<file path="src/rtl/gpio_int_arb.sv">
// -----------------------------------------------------------------------------
// gpio_int_arb
// Collects eight asynchronous GPIO interrupt sources into a pending register.
// It arbitrates among the enabled pending sources and presents the winner to a
// CPU with an INTR / INTA_N handshake. A small chip-select bus gives access to
// the control registers.
//
// Register map (i_addr_50m):
//   0 MASK  RW  1 = source enabled for arbitration
//   1 PEND  R   pending flags; writing 1 to a bit clears that bit
//   2 MODE  RW  1 = rising-edge detect, 0 = level-high detect
//   3 LAST  RO  {5'b0, last acknowledged INT_CODE}
//
// Ports:
//   clk_50m       in   single clock, rising edge
//   rst_50m       in   synchronous active-high reset
//   gpio_in       in   raw asynchronous interrupt sources
//   i_csn_50m     in   bus chip select, active-low (an access starts on its falling edge)
//   i_wr_50m      in   write strobe
//   i_rd_50m      in   read strobe
//   i_addr_50m    in   register address
//   i_datin_50m   in   write data
//   o_datout_50m  out  read data, nonzero only while rd_valid is high
//   wr_valid      out  write accepted, 1 cycle after the CSN falling edge
//   rd_valid      out  read data valid, 2 cycles after the CSN falling edge
//   INTR          out  interrupt request to the CPU
//   INT_CODE      out  index of the requested source
//   INTA_N        in   CPU acknowledge, active-low
//
// Build option: define GPIO_INT_ARB_RR_EN for round-robin arbitration. The
// search then starts one past the last acknowledged code. When the macro is
// undefined, bit 0 has the highest priority.
// -----------------------------------------------------------------------------
module gpio_int_arb #(
   parameter int N_SRC = 8
) (
   input  logic                     clk_50m,
   input  logic                     rst_50m,
   input  logic [N_SRC-1:0]         gpio_in,
   input  logic                     i_csn_50m,
   input  logic                     i_wr_50m,
   input  logic                     i_rd_50m,
   input  logic [1:0]               i_addr_50m,
   input  logic [7:0]               i_datin_50m,
   output logic [7:0]               o_datout_50m,
   output logic                     wr_valid,
   output logic                     rd_valid,
   output logic                     INTR,
   output logic [$clog2(N_SRC)-1:0] INT_CODE,
   input  logic                     INTA_N
);

   localparam int CW = $clog2(N_SRC);

   typedef enum logic [1:0] {ST_IDLE, ST_REQ, ST_ACK} state_t;

   logic [N_SRC-1:0] sync1_q, sync1_d, sync2_q, sync2_d, gdly_q, gdly_d;
   logic [N_SRC-1:0] mask_q, mask_d, pend_q, pend_d, mode_q, mode_d;
   logic [CW-1:0]    last_q, last_d, code_q, code_d;
   state_t           state_q, state_d;
   logic             csn_dly_q, csn_dly_d;
   logic             wr_valid_q, wr_valid_d;
   logic             rd_pend_q, rd_pend_d;
   logic             rd_valid_q, rd_valid_d;
   logic [1:0]       rd_addr_q, rd_addr_d;
   logic [7:0]       datout_q, datout_d;
`ifdef GPIO_INT_ARB_RR_EN
   logic [CW-1:0]    ptr_q, ptr_d;
   logic [CW-1:0]    idx;
   logic             found;
`endif

   logic             csn_fall, wr_hit, rd_hit;
   logic [N_SRC-1:0] set_v, wr_clr, ack_clr, active;
   logic [CW-1:0]    win;

   // NOTE: every signal driven here gets a default first, so no path leaves it
   // unassigned. Without the default, the tool would infer a latch.
   always_comb begin
      sync1_d   = gpio_in;
      sync2_d   = sync1_q;
      gdly_d    = sync2_q;
      csn_dly_d = i_csn_50m;

      // An access is triggered only by the high-to-low transition of CSN, so
      // holding CSN low does not start a second access.
      csn_fall = csn_dly_q & ~i_csn_50m;
      wr_hit   = csn_fall & i_wr_50m;
      rd_hit   = csn_fall & i_rd_50m;

      mask_d = mask_q;
      mode_d = mode_q;
      wr_clr = '0;
      if (wr_hit) begin
         case (i_addr_50m)
            2'd0:    mask_d = i_datin_50m;
            2'd1:    wr_clr = i_datin_50m;
            2'd2:    mode_d = i_datin_50m;
            default: ;
         endcase
      end
      wr_valid_d = wr_hit;

      // Reads take two stages: capture the address, then drive the data for
      // one cycle only.
      rd_pend_d  = rd_hit;
      rd_addr_d  = rd_hit ? i_addr_50m : rd_addr_q;
      rd_valid_d = rd_pend_q;
      datout_d   = '0;
      if (rd_pend_q) begin
         case (rd_addr_q)
            2'd0:    datout_d = mask_q;
            2'd1:    datout_d = pend_q;
            2'd2:    datout_d = mode_q;
            default: datout_d = {{(8-CW){1'b0}}, last_q};
         endcase
      end

      set_v  = (mode_q & sync2_q & ~gdly_q) | (~mode_q & sync2_q);
      active = pend_q & mask_q;

      win = '0;
`ifdef GPIO_INT_ARB_RR_EN
      idx   = '0;
      found = 1'b0;
      for (int k = 0; k < N_SRC; k++) begin
         idx = ptr_q + CW'(k);
         if (!found && active[idx]) begin
            win   = idx;
            found = 1'b1;
         end
      end
      ptr_d = ptr_q;
`else
      // The loop scans down so that the lowest set index is assigned last and wins.
      for (int i = N_SRC - 1; i >= 0; i--) begin
         if (active[i]) win = CW'(i);
      end
`endif

      state_d = state_q;
      code_d  = code_q;
      last_d  = last_q;
      ack_clr = '0;
      case (state_q)
         ST_IDLE: begin
            if (|active) begin
               state_d = ST_REQ;
               code_d  = win;
            end
         end
         ST_REQ: begin
            // If software masks or clears the source, the request is withdrawn
            // without recording an acknowledge.
            if (!mask_q[code_q] || !pend_q[code_q]) begin
               state_d = ST_IDLE;
            end else if (!INTA_N) begin
               state_d          = ST_ACK;
               ack_clr[code_q]  = 1'b1;
               last_d           = code_q;
`ifdef GPIO_INT_ARB_RR_EN
               ptr_d            = code_q + CW'(1);
`endif
            end
         end
         ST_ACK: begin
            if (INTA_N) state_d = ST_IDLE;
         end
         default: state_d = ST_IDLE;
      endcase

      // When a new event and a clear hit the same bit in the same cycle, the
      // new event wins.
      pend_d = (pend_q & ~(wr_clr | ack_clr)) | set_v;
   end

   // NOTE: the state registers use non-blocking assignments. Every flop then
   // samples the values from before the edge, whatever the statement order.
   always_ff @(posedge clk_50m) begin
      if (rst_50m) begin
         sync1_q    <= '0;
         sync2_q    <= '0;
         gdly_q     <= '0;
         csn_dly_q  <= 1'b1;
         mask_q     <= '0;
         pend_q     <= '0;
         mode_q     <= '1;
         last_q     <= '0;
         code_q     <= '0;
         state_q    <= ST_IDLE;
         wr_valid_q <= 1'b0;
         rd_pend_q  <= 1'b0;
         rd_valid_q <= 1'b0;
         rd_addr_q  <= '0;
         datout_q   <= '0;
`ifdef GPIO_INT_ARB_RR_EN
         ptr_q      <= '0;
`endif
      end else begin
         sync1_q    <= sync1_d;
         sync2_q    <= sync2_d;
         gdly_q     <= gdly_d;
         csn_dly_q  <= csn_dly_d;
         mask_q     <= mask_d;
         pend_q     <= pend_d;
         mode_q     <= mode_d;
         last_q     <= last_d;
         code_q     <= code_d;
         state_q    <= state_d;
         wr_valid_q <= wr_valid_d;
         rd_pend_q  <= rd_pend_d;
         rd_valid_q <= rd_valid_d;
         rd_addr_q  <= rd_addr_d;
         datout_q   <= datout_d;
`ifdef GPIO_INT_ARB_RR_EN
         ptr_q      <= ptr_d;
`endif
      end
   end

   assign INTR         = (state_q == ST_REQ);
   assign INT_CODE     = code_q;
   assign o_datout_50m = datout_q;
   assign wr_valid     = wr_valid_q;
   assign rd_valid     = rd_valid_q;

endmodule

</file>
<file path="config.mk">
export PLATFORM = sky130hd
export DESIGN_NAME = gpio_int_arb
export DESIGN_NICKNAME = d
export VERILOG_FILES = /design/src/rtl/gpio_int_arb.sv
export SDC_FILE = /design/constraint.sdc
export NUM_CORES = 1
export LEC_CHECK = 0
export CAP_MARGIN = 5
export CORE_ASPECT_RATIO = 0.9
export CORE_MARGIN = 1.5
export CORE_UTILIZATION = 29
export DETAILED_ROUTE_END_ITERATION = 12
export HOLD_SLACK_MARGIN = 0.15
export SETUP_SLACK_MARGIN = 0.1
export SKIP_LAST_GASP = 1
export SLEW_MARGIN = 20
export SYNTH_ARGS = -nofsm -noshare
export SYNTH_HDL_FRONTEND = slang
export SYNTH_SLANG_ARGS = --single-unit
</file>
<file path="constraint.sdc">
create_clock -name clk_50m -period 2.6 [get_ports clk_50m]
set_clock_uncertainty 0.1 [all_clocks]
set_input_delay 0.39 -clock clk_50m [delete_from_list [all_inputs] [get_ports clk_50m]]
set_output_delay 0.39 -clock clk_50m [all_outputs]
set_load 0.01 [all_outputs]
</file>
# Word level (Yosys, flattened, before mapping)
# Index checks and enable logic that the tools add are counted.
[totals] reg_bits=70 in_bits=24 out_inout_bits=14 word_cells=83
[op_classes] magnitude_cmp=2 n_eq_ne=9 muxes=25 bitwise=18 n_reduce_logical=14
[op_table] op="$and 8x8->8" count=5
[op_table] op="$mux 8" count=5
[op_table] op="$mux 3" count=8
[op_table] op="$not 8->8" count=3
[op_table] op="$or 8x8->8" count=3
[op_table] op="$pmux 8 s3" count=1
[op_table] op="$mux 2" count=4
[op_table] op="$reduce_or 8->1" count=1
[op_table] op="$bmux 1 s3" count=2
[op_table] op="$eq 2x1->1 const B" count=3
[op_table] op="$eq 2x2->1 const B" count=3
[op_table] op="$logic_not 2->1" count=3
[op_table] op="$pmux 2 s3" count=1
[op_table] op="$reduce_and 2->1" count=3
[op_table] op="$reduce_and 3->1" count=2
[op_table] op="$lt 3x4->1 const B" count=1
[op_table] op="$ne 2x2->1 const B" count=2
[op_table] op="$not 1->1" count=4
[op_table] op="$and 1x1->1" count=3
[op_table] op="$demux 1 s3" count=1
[op_table] op="$ge 3x1->1 const B" count=1
[op_table] op="$mux 1" count=3
[op_table] op="$ne 3x2->1 const B" count=1
[op_table] op="$logic_not 1->1" count=2
[op_table] op="3 further kinds" count=3

# Longest topological paths before layout
[depth] word_depth=11 depth_mapped=6 mapped_depth_nobuf=5

# Worst setup path before layout
# Ideal clock, no wire load.
[synth_path] path_kind="register -> register" startpoint="register code_q[1] (netlist: INT_CODE[1])" endpoint="register pend_q[7]" setup_ns=0.077 arrival_ns=1.723 required_time_ns=2.423 slack_ns=0.700 path_stages_with_launch=7 n_path_buf=1 synth_period_minus_slack_ns=1.900 cell_sequence="dfxtp_1 buf_6 mux4_2 mux2_4 and4_4 and2_4 a41oi_2"
[synth_between] elab_chain_cells=11 elab_cells_between_ends=19 cone_classes="2 x order compare; 9 x mux; 4 x bitwise; 4 x reduce/logical"
[synth_rtl] element="from (decl)" line="59" text="logic [CW-1:0] last_q, last_d, code_q, code_d;"
[synth_rtl] element="from (signal assigned)" line="208" text="code_q <= code_d;"
[synth_rtl] element="$lt 3x4->1 (implied by the code) or $ge 3x1->1 (tied branches)" line="159" text="ack_clr[code_q] = 1'b1;"
[synth_rtl] element="$logic_and 1x1->1 (implied by the code)" line="159"
[synth_rtl] element="$mux 1 (implied by the code)" line="159"
[synth_rtl] element="$demux 1 s3" line="159"
[synth_rtl] element="$mux 8" line="157" text="end else if (!INTA_N) begin"
[synth_rtl] element="$mux 8 (*)" line="155" text="if (!mask_q[code_q] || !pend_q[code_q]) begin"
[synth_rtl] element="$mux 8 (*)" line="145" text="case (state_q)"
[synth_rtl] element="$or 8x8->8 (*)" line="174" text="pend_d = (pend_q & ~(wr_clr | ack_clr)) | set_v;"
[synth_rtl] element="$not 8->8 (*)" line="174"
[synth_rtl] element="$and 8x8->8 (*)" line="174"
[synth_rtl] element="$or 8x8->8 (*)" line="174"
[synth_rtl] element="to (signal assigned)" line="205" text="pend_q <= pend_d;"
[synth_rtl] element="to (decl)" line="58" text="logic [N_SRC-1:0] mask_q, mask_d, pend_q, pend_d, mode_q, mode_d;"
# Every way passes the cells marked *; elsewhere a longest branch is shown, timed or not. The select of a mux whose other input is x is not followed.
# A chain may end at the register's enable or synchronous reset.

# Final worst setup path
[layout_path] startpoint="register code_q[1] (netlist: INT_CODE[1])" endpoint="register pend_q[6]"
# The elaborated chain is that of the path after synthesis.

==> metrics.txt <==
outcome=finished, final reports clean; global-route wire length before repair=roughly 11000 um; fraction of registers with async set/reset=0; Worst setup EP type=flop; commonest cells in the netlist=dfxtp_1 (70), nand2_1 (33), nor2b_1 (33); fraction of the mapped netlist area in simple logic gates=0.246; FP Rows=34; Synth Instances=295; drt total wl=6330 um; post-synthesis area per instance=a little under 10 um2; Worst Path Max Fanout=9; Area Overhead vs Synth=23.7%; Core Area=a little under 10000 um2; CTS tree=built; Synth cell types=39; nets@finish=between 300 and 400; htree depth=3; Comb pwr share=0.072; layout cells sized above 1=0.112; post-CTS sizing=0; Slew @ Worst Pin=between 0.5 and 0.6 ns; share of the synthesized area in the top cell type=0.490; GRT Resource Usage Total=0.133; Crit path required time=2.70 ns; Register-to-Register Setup Slack=0.43 ns; CTS Hold Buffers Added=0; post-synthesis adder-cell area fraction=0; routability cong.=just under 0.8; Sink Count=70; sequential fraction of the synthesis area=0.490; startpoint types=flop; synthesized cell area=2860 um2; largest net degree at the start of global routing=35; Remaining DRCs=0; Die H=between 90 and 100 um; sw power=~490 uW; Post-synth EDFFs=0; Ports=38; P per Cell Area=615 nW/um2; Vias=2137; maximum VDD drop=between 0.2 and 0.25 mV; total negative setup slack=0 ns; Die W=roughly 110 um; most frequent cell after synthesis=dfxtp_1; predominant post-synthesis flop cell=dfxtp_1; clock slew at reported path FFs=0.07 ns; vias per cell=4.61; # setup viols final=0; Pre-antenna DRT Iters=4; CP Class=flop to flop; Syn Nets=319; vias in the first global route=2024; Die Footprint=about 10000 um2; Seq cells post-synth=70; antenna violations before repair=0; Clock Power Share=0.407; Worst Path Arrival=2.28 ns; Setup WS post-layout=0.425 ns; Clock Latency Late Sink=between 0.3 and 0.4 ns; Synth Area in XOR/XNOR=0; Final ANT Viol Nets=0; internal power=roughly 1.7 mW; Synth area leader=dfxtp_1; multiplexer area fraction after synthesis=0.111; initial core utilization=0.298; Final Hold Fails=0; Root Driver=clkbuf_8; Buffers on Ports=37; initial DRC count=101; LEAKAGE=between 1 and 1.5 nW; Maximum Capacitance Violations=0; Reg power frac=0.521; largest family of logic cells by synthesized area=simple AND/OR/NAND/NOR gates; total grt overflow=0; Post-CTS Setup Inserts=0; ant diodes=0; Compound-Gate Fraction of Synth Area=0.120; drt wl/cell=approximately 14 um; crit path time final=2.17 ns; max-slew violations=0; Max Clock Freq=around 460 MHz; Synth area leaders=dfxtp_1 (49%), nor2b_1 (7.2%), mux2i_1 (6.3%); Tcrit/Tclk final=0.836; Num CTS Buffers=9; Ys Warns=0; sw frac=0.225; Hold WC Path Type=flop to flop; Layout Utilization=0.368; Bufs on Longest Clock Path=2; worst slack, placed=between 0.3 and 0.4 ns; normalized max-slew margin=0.612; RSZ-0062 raised after global routing=false; DPL Wire Length=around 4500 um
==> logic make-up (layout without fill, tap and decap cells) <==
group,after synthesis,after routing
simple gates,131,131
mux,25,25
flops,70,70
buf+inv,18,61
compound gates,51,51
==> worst max-delay path: stages, from the launching register on <==
cell and delay (ns):
dfxtp_1 0.57, and2b_1 0.32, a22oi_1 0.28, nand4_2 0.24, nor3_2 0.36, a41oi_1 0.16
==> layout by cell type, fill, tap and decap left out, types with 2 or more instances in the layout <==
cell / count
o41ai_1: 2
nand2b_1: 10
a21oi_1: 24
nor3_2: 2
dfxtp_1: 70
a31oi_1: 3
clkbuf_8: 11
inv_1: 3
a211oi_1: 2
clkbuf_1: 2
nor2b_1: 33
nor2_1: 25
nand3b_1: 11
clkdlybuf4s50_1: 36
a31oi_2: 2
mux4_2: 5
nand2_1: 33
mux2i_1: 18
a22oi_1: 4
nand3_1: 10
buf_4: 5
o21ai_0: 7
==> power groups by stage <==
stage	clock network [mW]	logic, mW	registers, mW
2_1_floorplan	0	0.0998	1.14
3_3_place_gp	0	0.155	1.16
3_5_place_dp	0	0.157	1.16
4_1_cts	0.904	0.158	1.13
5_1_grt	0.958	0.173	1.14
6_report	0.885	0.157	1.13
==> layout make-up <==
cell class                      count  area, um2
Fill cell                        1005       6070
Sequential cell                    70       1400
Multi-Input combinational cell    207       1370
Timing Repair Buffer               42        403
Clock buffer                       13        159
Tap cell                          126        158
Clock inverter                      3       42.5
Inverter                            3       11.3
==> stage by stage <==
| stage | std cells | power, mW | instance area (um2) | hold WS (ns) |
|---|---|---|---|---|
| floorplan | 295 | 1.24 | 2860 | 0.314 |
| global placement | 448 | 1.31 | 3340 | 0.320 |
| detailed placement | 448 | 1.32 | 3340 | 0.320 |
| CTS | 464 | 2.20 | 3540 | 0.337 |
| global route | 464 | 2.27 | 3540 | 0.359 |
| finish | 464 | 2.18 | 3540 | 0.336 |
==> path summary, 6_finish.rpt <==
kind / from / end / depth (start not counted)
max: INT_CODE[1] / pend_q[6] / 5
min: sync1_q[5] / gdly_d[5] / 1
max reg2reg: INT_CODE[1] / pend_q[6] / 5
min reg2reg: sync1_q[5] / gdly_d[5] / 1
==> state kept, by name, indices dropped and copies added, names as in the netlist, 3 cells and up <==
| signal | cells |
|---|---|
| sync1_q | 8 |
| pend_q | 8 |
| last_q | 3 |
| mask_q | 8 |
| mode_q | 8 |
| o_datout_50m | 8 |
| gdly_d | 8 |
| gdly_q | 8 |
| INT_CODE | 3 |
==> routing by layer <==
layer,share of wire,vias up,track usage
li1,-,1098,-
met1,0.50,981,0.179
met3,0.047,9,0.0449
met5,0,-,0
met2,0.44,49,0.202
met4,0.012,0,0.0395
Power figures use the tool's default switching activity.
